**config.mk**
```make
export PLATFORM = sky130hd
export DESIGN_NAME = reg_file_bank
export DESIGN_NICKNAME = d
export VERILOG_FILES = /design/src/rtl/reg_file_bank.sv
export SDC_FILE = /design/constraint.sdc
export NUM_CORES = 1
export LEC_CHECK = 0
export CAP_MARGIN = 20
export CORE_MARGIN = 2
export CORE_UTILIZATION = 35
export CTS_CLUSTER_SIZE = 24
export DETAILED_ROUTE_END_ITERATION = 8
export HOLD_SLACK_MARGIN = 0.1
export PLACE_DENSITY_LB_ADDON = 0.25
export SLEW_MARGIN = 40
export SYNTH_ARGS = -nofsm -noshare
export SYNTH_HDL_FRONTEND = slang
export SYNTH_SLANG_ARGS = --single-unit
```
**constraint.sdc**
```tcl
create_clock -name clk -period 4.7 [get_ports clk]
set_input_delay 0.47 -clock clk [delete_from_list [all_inputs] [get_ports clk]]
set_output_delay 0.47 -clock clk [all_outputs]
set_load 0.02 [all_outputs]
```
**src/rtl/reg_file_bank.sv**
```systemverilog
// rtl/reg_file_bank.sv - eight funsel-controlled registers (R1-R4, T1-T4) with two combinational read ports
// Optional build macro: RF_SATURATE_EN (inc/dec saturate instead of wrapping)

module reg_file_cell #(
  parameter int NBITS = 16
) (
  input  logic             clk,
  input  logic             rst_n,
  input  logic             en,
  input  logic [1:0]       funsel,
  input  logic [NBITS-1:0] d,
  output logic [NBITS-1:0] q
);

  localparam logic [1:0] FS_CLEAR = 2'b00;
  localparam logic [1:0] FS_LOAD  = 2'b01;
  localparam logic [1:0] FS_DEC   = 2'b10;
  localparam logic [1:0] FS_INC   = 2'b11;

  localparam logic [NBITS-1:0] ALL_ONES = {NBITS{1'b1}};
  localparam logic [NBITS-1:0] ZERO     = {NBITS{1'b0}};
  localparam logic [NBITS-1:0] ONE      = {{(NBITS-1){1'b0}}, 1'b1};

  logic [NBITS-1:0] q_next;

  // Next value for this register when enabled; inc/dec use only this register's own old value.
  always_comb begin
    q_next = q;
    unique case (funsel)
      FS_CLEAR: q_next = ZERO;
      FS_LOAD:  q_next = d;
`ifdef RF_SATURATE_EN
      FS_DEC:   q_next = (q == ZERO) ? ZERO : q - ONE;
      FS_INC:   q_next = (q == ALL_ONES) ? ALL_ONES : q + ONE;
`else
      FS_DEC:   q_next = q - ONE;
      FS_INC:   q_next = q + ONE;
`endif
      default:  q_next = q;
    endcase
  end

  // State register: async clear dominates, otherwise update only when enabled.
  always_ff @(posedge clk or negedge rst_n) begin
    if (!rst_n) begin
      q <= ZERO;
    end else if (en) begin
      q <= q_next;
    end
  end

endmodule

module reg_file_bank #(
  parameter int NBITS = 16
) (
  input  logic             clk,
  input  logic             rst_n,
  input  logic [NBITS-1:0] i,
  input  logic [1:0]       funsel,
  input  logic [3:0]       rsel,
  input  logic [3:0]       tsel,
  input  logic [2:0]       out_a_sel,
  input  logic [2:0]       out_b_sel,
  output logic [NBITS-1:0] out_a,
  output logic [NBITS-1:0] out_b
);

  // Register slots are ordered by read-select code: 0..3 = T1..T4, 4..7 = R1..R4.
  logic [7:0]       en_vec;
  logic [NBITS-1:0] regs [8];

  // Enable bit 3 of each select names the lowest-numbered register, so the bits are reversed here.
  assign en_vec = {rsel[0], rsel[1], rsel[2], rsel[3],
                   tsel[0], tsel[1], tsel[2], tsel[3]};

  for (genvar g = 0; g < 8; g++) begin : g_cell
    reg_file_cell #(.NBITS(NBITS)) u_cell (
      .clk    (clk),
      .rst_n  (rst_n),
      .en     (en_vec[g]),
      .funsel (funsel),
      .d      (i),
      .q      (regs[g])
    );
  end

  // Read port A: straight mux off register state, no bypass from the pending write.
  always_comb begin
    out_a = regs[out_a_sel];
  end

  // Read port B: independent mux, may select the same register as port A.
  always_comb begin
    out_b = regs[out_b_sel];
  end

endmodule

```
==> impl_metrics.env, run 1 <==
export IMPL_grt_pass1_vias=10800
export IMPL_count_of_antenna_violating_nets_left_after_detailed_routing=0
export IMPL_largest_net_degree_at_the_start_of_global_routing=83
export IMPL_slew_viol_final=0
export IMPL_final_cell_count_no_fill=1859
export IMPL_viasPerCell=5.86
export IMPL_htreeDepth=4
export IMPL_layout_drive_gt1_share_pct=13.8
export IMPL_postSynth_asyncResetShare_pct=100
export IMPL_area_delta_synth_final_pct=14.3
export IMPL_cpMostUsedCell="o21ai_0"
export IMPL_post_cts_resize_count=0
export IMPL_worst_case_vdd_ir_drop_v=0.000290
export IMPL_globalRouteTotalUtil_pct=22.1
export IMPL_totalPowerFinal_uw=7720
export IMPL_die_outline_height_um=193
export IMPL_gr_max_usage_layer="met2"
export IMPL_crit_path_start_kind="input port"
export IMPL_setup_tns_ns=0
export IMPL_power_net_switching_uw=3280
export IMPL_worstSkewPairLatency_ns=0.44
export IMPL_worst_path_max_delay_cell="clkdlybuf4s50_1"
export IMPL_synth_yosys_seq_area_share_pct=25.6
export IMPL_die_area_um2=37200
export IMPL_synth_edff_count=0
export IMPL_pwr_density_cell_nw_per_um2=540
export IMPL_layout_area_seq_um2=3200
export IMPL_power_share_combinational_pct=55.4
export IMPL_core_area_um2=35400
export IMPL_placed_cells=1826
export IMPL_clock_power_share_pct=20.1
export IMPL_routed_wirelength_um=40300
export IMPL_vias=10900
export IMPL_worst_slew_pin_slew_ns=0.878
export IMPL_cpPeakStageDelay_ns=0.58
export IMPL_antenna_found_initial=0
export IMPL_effective_utilization_at_floorplan_pct=35.3
export IMPL_finClkSkew_ns=0.0147
export IMPL_largest_register_ffs=128
export IMPL_filler_cell_count=3518
export IMPL_mean_area_per_synthesized_cell_um2=9.25
export IMPL_clk_pin_slew_ns=0.06
export IMPL_syn_cell_area_um2=12500
export IMPL_cts_num_sinks=128
export IMPL_routed_wire_length_per_instance_um=21.7
export IMPL_placed_area_um2=13600
export IMPL_tritoncts="yes"
export IMPL_p_leak_uw=0.00588
export IMPL_postSynthRegisterBits=128
export IMPL_unrepaired_setup_endpoints_after_global_routing="false"
export IMPL_most_area_hungry_cell_type_in_the_yosys_netlist="dfrtp_1"
export IMPL_cts_buffers_inserted=17
export IMPL_synth_most_common_cell="a21oi_1"
export IMPL_max_freq_mhz=282
export IMPL_timing_critical_path_required_ns=5.06
export IMPL_setup_worst_path_end_class="register"
export IMPL_status="completed"
export IMPL_router_iterations_before_antenna_repair=7
export IMPL_grtUsageMet3_pct=3.13
export IMPL_antenna_cells_inserted=0
export IMPL_slew_limit_headroom_pct=41.4
export IMPL_timing_critical_path_cells="clkdlybuf4s50_1 > nand2_8 > buf_4 > ha_1 > o21ai_0 > a221oi_1 > o21ai_1 > o311ai_0 > o211ai_1 > xnor2_1 > nor3b_1 > a21oi_1 > o21ai_0"
export IMPL_post_synth_num_cell_types=64
export IMPL_ys_warnings_count=0
export IMPL_met2_track_demand_over_resource_in_global_routing_pct=35.5
export IMPL_most_flops_register="g_cell.u_cell.q"
export IMPL_period_needed_ns=3.54
export IMPL_dpl_wire_length_um=29300
export IMPL_port_buf_inserts=65
export IMPL_maximum_number_of_buffers_from_clock_root_to_sink=2
export IMPL_netlist_area_leader_share_pct=25.6
export IMPL_design_area_um2=14300
export IMPL_top_level_ports=66
export IMPL_worst_path_max_fanout=44
export IMPL_grt_pass1_wl_um=61900
export IMPL_nets=1563
export IMPL_grt_ovfl_total=0
export IMPL_cp_data_arrival_time_ns=3.90
export IMPL_hold_viol=0
export IMPL_grt_util_met1_pct=30.3
export IMPL_synth_top_cells_by_count="a21oi_1 (280), ha_1 (136), nor2_1 (129)"
export IMPL_finalWeightedCongestion=0.924
export IMPL_netlist_instances=1351
export IMPL_timing_final_crit_share_pct=75.3
export IMPL_cap_viol_max_count=0
export IMPL_power_switching_share_pct=42.5
export IMPL_synth_top_cells_by_area="dfrtp_1 (26%), ha_1 (14%), mux4_2 (11%)"
export IMPL_reg_largest_list="g_cell.u_cell.q x128"
export IMPL_cts_root_buf="clkbuf_16"
export IMPL_synth_fp_nets=1529
export IMPL_num_rows=69
export IMPL_critPathKind="input port to register"
export IMPL_sequentialPowerShare_pct=24.5
export IMPL_area_occupied_by_multi_input_gates_um2=8960
export IMPL_route_detailed_drc=0
export IMPL_worst_hold_path_type="input port to register"
export IMPL_hold_ws_ns=0.496
export IMPL_internal_power_uw=4440
export IMPL_die_w_um=193
export IMPL_first_iter_violations=839
export IMPL_synth_top_flop_cell="dfrtp_1"
export IMPL_setup_viol_count_final=0
[layout by cell type, fill, tap and decap left out, drive strengths merged, types with 9 or more instances in the layout]
master	netlist	final
ha	136	136
nand3	21	21
xor2	52	52
nor3	12	12
o21bai	11	11
mux4	64	64
a21oi	282	282
o21ai	57	57
dfrtp	128	128
mux2	46	46
clkbuf	58	19
o211ai	10	10
buf	17	34
inv	19	20
nor2	129	129
a31oi	13	13
mux2i	13	13
nor2b	11	11
a21o	48	48
nand4	9	9
nand2	63	63
clkdlybuf4s50	0	55
and2	17	17
xnor2	53	53
[repair_timing]
action	in CTS	in global routing
hold endpoints to repair	53	0
setup buffers	0	0
hold buffers	1	0
[stage by stage]
stage / setup WS (ns) / utilization (%)
after floorplan: 0.423 / -
after global placement: 0.768 / 38.5
after detailed placement: 0.690 / 38.5
after CTS: 1.14 / 40.4
after global routing: 0.914 / 40.4
final: 1.16 / 40.4
[critical path, delay by kind of cell]
kind,cells,cell delay (ns)
fa+ha+maj,1,0.39
simple gates,2,0.44
buf+inv,2,0.92
xor+xnor,1,0.17
compound gates,7,1.47
[power groups by stage]
stage,combinational (uW),clock [uW],sequential (uW)
after global placement,4180,0,1870
after detailed placement,4230,0,1900
final,4280,1550,1890
after floorplan,3230,0,1710
after global routing,4710,1620,1940
after CTS,4270,1570,1880
[layout make-up]
cell class              count  share of cell area [%]
clock inverters            13                    1.46
clock buffers              19                    3.17
flip-flops and latches    128                    22.4
multi-input cells        1129                    62.7
well taps                 461                    4.04
inverters                  19                   0.499
repair buffers             90                    5.74
[cell families after synthesis]
group           synth area share [%]
flops                           25.6
mux                             16.7
simple gates                    10.5
xor+xnor                        7.36
compound gates                  22.0
fa+ha+maj                       14.9
buf+inv                         2.87
[worst paths after layout]
check	from	end	slack, ns	cells past startpoint
setup reg to reg	g_cell[4].u_cell.q[0]$_DFFE_PN0P_	g_cell[4].u_cell.q[12]$_DFFE_PN0P_	1.64	10
min in group asynchronous	rst_n	g_cell[6].u_cell.q[11]$_DFFE_PN0P_	0.65	2
max in group asynchronous	rst_n	g_cell[3].u_cell.q[6]$_DFFE_PN0P_	3.08	3
setup / recovery	funsel[0]	g_cell[0].u_cell.q[15]$_DFFE_PN0P_	1.16	13
hold reg to reg	g_cell[3].u_cell.q[12]$_DFFE_PN0P_	g_cell[3].u_cell.q[12]$_DFFE_PN0P_	0.57	2
hold / removal	tsel[2]	g_cell[1].u_cell.q[8]$_DFFE_PN0P_	0.50	2
[routing by layer]
| layer | routed length [um] | share of wire (%) |
|---|---|---|
| met1 | 18200 | 45 |
| met2 | 18500 | 46 |
| met3 | 2210 | 5.5 |
| met4 | 1320 | 3.3 |
| met5 | 0 | 0 |
(Power assumes the default switching activity.)
==> run 2, diff against run 1 <==
==> constraint.sdc (replaced) <==
create_clock -name clk -period 3.3 [get_ports clk]
set_input_delay 0.33 -clock clk [delete_from_list [all_inputs] [get_ports clk]]
set_output_delay 0.33 -clock clk [all_outputs]
set_load 0.02 [all_outputs]
==> run 2 against run 1 <==
  * Clock power grew 39%
  * Via count grew 4.4%
  * Non-clock buffer count grew 159
  * Global-route usage grew 1.1 points
  * Sequential share of layout area shrank 1.8 points
  * Die area is the same
  * Count of clock-buffer cells in the layout is the same
  * First-iteration DRC count shrank 8.6%
  * Hold slack lost 0.15 ns
  * Final cell count grew 8.5%
  * Critical path depth grew 1
  * Sequential power grew 42%
  * Largest power group unchanged
  * Highest routed layer unchanged
==> impl_metrics.env, run 2 (synthesis gave the netlist of run 1 again) <==
export IMPL_cts_num_sinks=128
export IMPL_worst_path_max_delay_cell="clkdlybuf4s50_1"
export IMPL_timing_critical_path_cells="clkdlybuf4s50_1 > nand2_8 > buf_4 > buf_4 > ha_1 > a21oi_1 > o21ai_0 > a31oi_1 > o21bai_1 > a21o_1 > a21oi_1 > xor2_1 > nand4b_1 > o211ai_1"
export IMPL_worst_hold_path_type="input port to register"
export IMPL_worstHoldPathCells=2
export IMPL_layout_drive_gt1_share_pct=22.6
export IMPL_status="completed"
export IMPL_router_iterations_before_antenna_repair=5
export IMPL_slew_limit_headroom_pct=43.2
export IMPL_clk_pin_slew_ns=0.07
export IMPL_top_level_ports=66
export IMPL_viasPerCell=5.64
export IMPL_grt_pass1_vias=11700
export IMPL_cts_hold_repair_buffers=1
export IMPL_setup_viol_count_final=0
export IMPL_timing_critical_path_required_ns=3.64
export IMPL_cts_buffers_inserted=17
export IMPL_most_flops_register="g_cell.u_cell.q"
export IMPL_cpPeakStageDelay_ns=0.58
export IMPL_die_w_um=193
export IMPL_totalPowerFinal_uw=11800
export IMPL_largest_net_degree_at_the_start_of_global_routing=74
export IMPL_worst_case_register_to_register_setup_slack_ns=0.49
export IMPL_num_rows=69
export IMPL_nets=1722
export IMPL_routed_wirelength_um=41200
export IMPL_most_common_library_cell_in_the_layout_ignoring_fill_and_taps="a21oi_1"
export IMPL_globalRouteTotalUtil_pct=23.2
export IMPL_startpoint="funsel[0]"
export IMPL_antenna_found_initial=0
export IMPL_design_area_um2=15500
export IMPL_finClkSkew_ns=0.0133
export IMPL_core_area_um2=35400
export IMPL_max_freq_mhz=318
export IMPL_hold_viol=0
export IMPL_post_cts_resize_count=0
export IMPL_final_cell_mix="a21oi_1 (280), buf_4 (178), ha_1 (136)"
export IMPL_reg2reg_end="g_cell[1].u_cell.q[12]$_DFFE_PN0P_"
export IMPL_route_detailed_drc=0
export IMPL_largest_register_ffs=128
export IMPL_p_leak_uw=0.00665
export IMPL_period_needed_ns=3.14
export IMPL_finalWeightedCongestion=0.916
export IMPL_cap_viol_max_count=0
export IMPL_placed_area_um2=14800
export IMPL_vias=11400
export IMPL_htreeDepth=4
export IMPL_area_delta_synth_final_pct=24.1
export IMPL_worst_case_vdd_ir_drop_v=0.000385
export IMPL_cts_root_buf="clkbuf_16"
export IMPL_first_iter_violations=767
export IMPL_antenna_cells_inserted=0
export IMPL_reg_largest_list="g_cell.u_cell.q x128"
export IMPL_count_of_antenna_violating_nets_left_after_detailed_routing=0
export IMPL_maximum_number_of_buffers_from_clock_root_to_sink=2
export IMPL_die_outline_height_um=193
export IMPL_hold_ws_ns=0.349
export IMPL_port_buf_inserts=65
export IMPL_setup_worst_path_end_class="register"
export IMPL_postCtsSetupBuffers=0
export IMPL_die_area_um2=37200
export IMPL_crit_path_start_kind="input port"
export IMPL_r2r_worst_path_cells=11
export IMPL_dpl_wire_length_um=31600
export IMPL_hold_end="g_cell[0].u_cell.q[2]$_DFFE_PN0P_"
export IMPL_worstSkewPairLatency_ns=0.43
export IMPL_worst_slew_pin_slew_ns=0.850
export IMPL_grt_ovfl_total=0
export IMPL_effective_utilization_at_floorplan_pct=35.3
export IMPL_timing_final_crit_share_pct=95.2
export IMPL_routed_wire_length_per_instance_um=20.4
export IMPL_worst_path_max_fanout=16
export IMPL_pwr_density_cell_nw_per_um2=759
export IMPL_cp_data_arrival_time_ns=3.48
export IMPL_critPathKind="input port to register"
export IMPL_unrepaired_setup_endpoints_after_global_routing="false"
export IMPL_rr_startpoint="g_cell[1].u_cell.q[0]$_DFFE_PN0P_"
export IMPL_holdCritStartpoint="tsel[3]"
export IMPL_grt_pass1_wl_um=65100
export IMPL_slew_viol_final=0
export IMPL_tritoncts="yes"
-- run 2: through the flow --
step	setup WS, ns	util [%]	setup TNS [ns]	std cells
after global routing	0.00927	43.8	0	2017
after detailed placement	-0.258	42.0	-3.69	1985
final	0.159	43.8	0	2017
after CTS	0.167	43.8	0	2017
after global placement	-0.262	42.0	-2.98	1985
after floorplan	0.0154	-	0	1351
-- run 2: worst max-delay path, delay by kind of cell --
family	cells	cell delay (ns)
xor+xnor	1	0.20
simple gates	2	0.25
buf+inv	3	1.00
compound gates	7	1.38
fa+ha+maj	1	0.30
-- run 2: where the power goes --
| part | total, uW | switching (uW) | leakage, uW | internal, uW |
|---|---|---|---|---|
| Sequential | 2690 | 663 | 0.00151 | 2030 |
| Clock | 2150 | 786 | 0.000310 | 1360 |
| Combinational | 6940 | 3360 | 0.00483 | 3580 |
| Total | 11800 | 4810 | 0.00665 | 6970 |
-- run 2: layout make-up --
| type | count | area (um2) |
|---|---|---|
| Inverter | 19 | 71.3 |
| Tap cell | 461 | 577 |
| Clock buffer | 19 | 443 |
| Clock inverter | 12 | 209 |
| Multi-Input combinational cell | 1129 | 8960 |
| Timing Repair Buffer | 249 | 2050 |
| Sequential cell | 128 | 3200 |
| Fill cell | 3444 | 19900 |
-- run 2: worst max path at each step --
stage                                                     to  depth (start not counted)
after global routing      g_cell[6].u_cell.q[15]$_DFFE_PN0P_                         14
after CTS                 g_cell[4].u_cell.q[15]$_DFFE_PN0P_                         14
final                     g_cell[3].u_cell.q[15]$_DFFE_PN0P_                         14
after floorplan           g_cell[4].u_cell.q[12]$_DFFE_PN0P_                         13
after global placement    g_cell[4].u_cell.q[15]$_DFFE_PN0P_                         14
after detailed placement  g_cell[4].u_cell.q[15]$_DFFE_PN0P_                         14
-- run 2: layer usage --
layer / GRT usage (%) / share of wire [%] / up-vias
met5: 0 / 0 / -
met4: 8.22 / 3.0 / 0
met3: 2.55 / 4.5 / 63
met2: 38.6 / 48 / 298
met1: 31.2 / 45 / 5583
li1: - / - / 5434
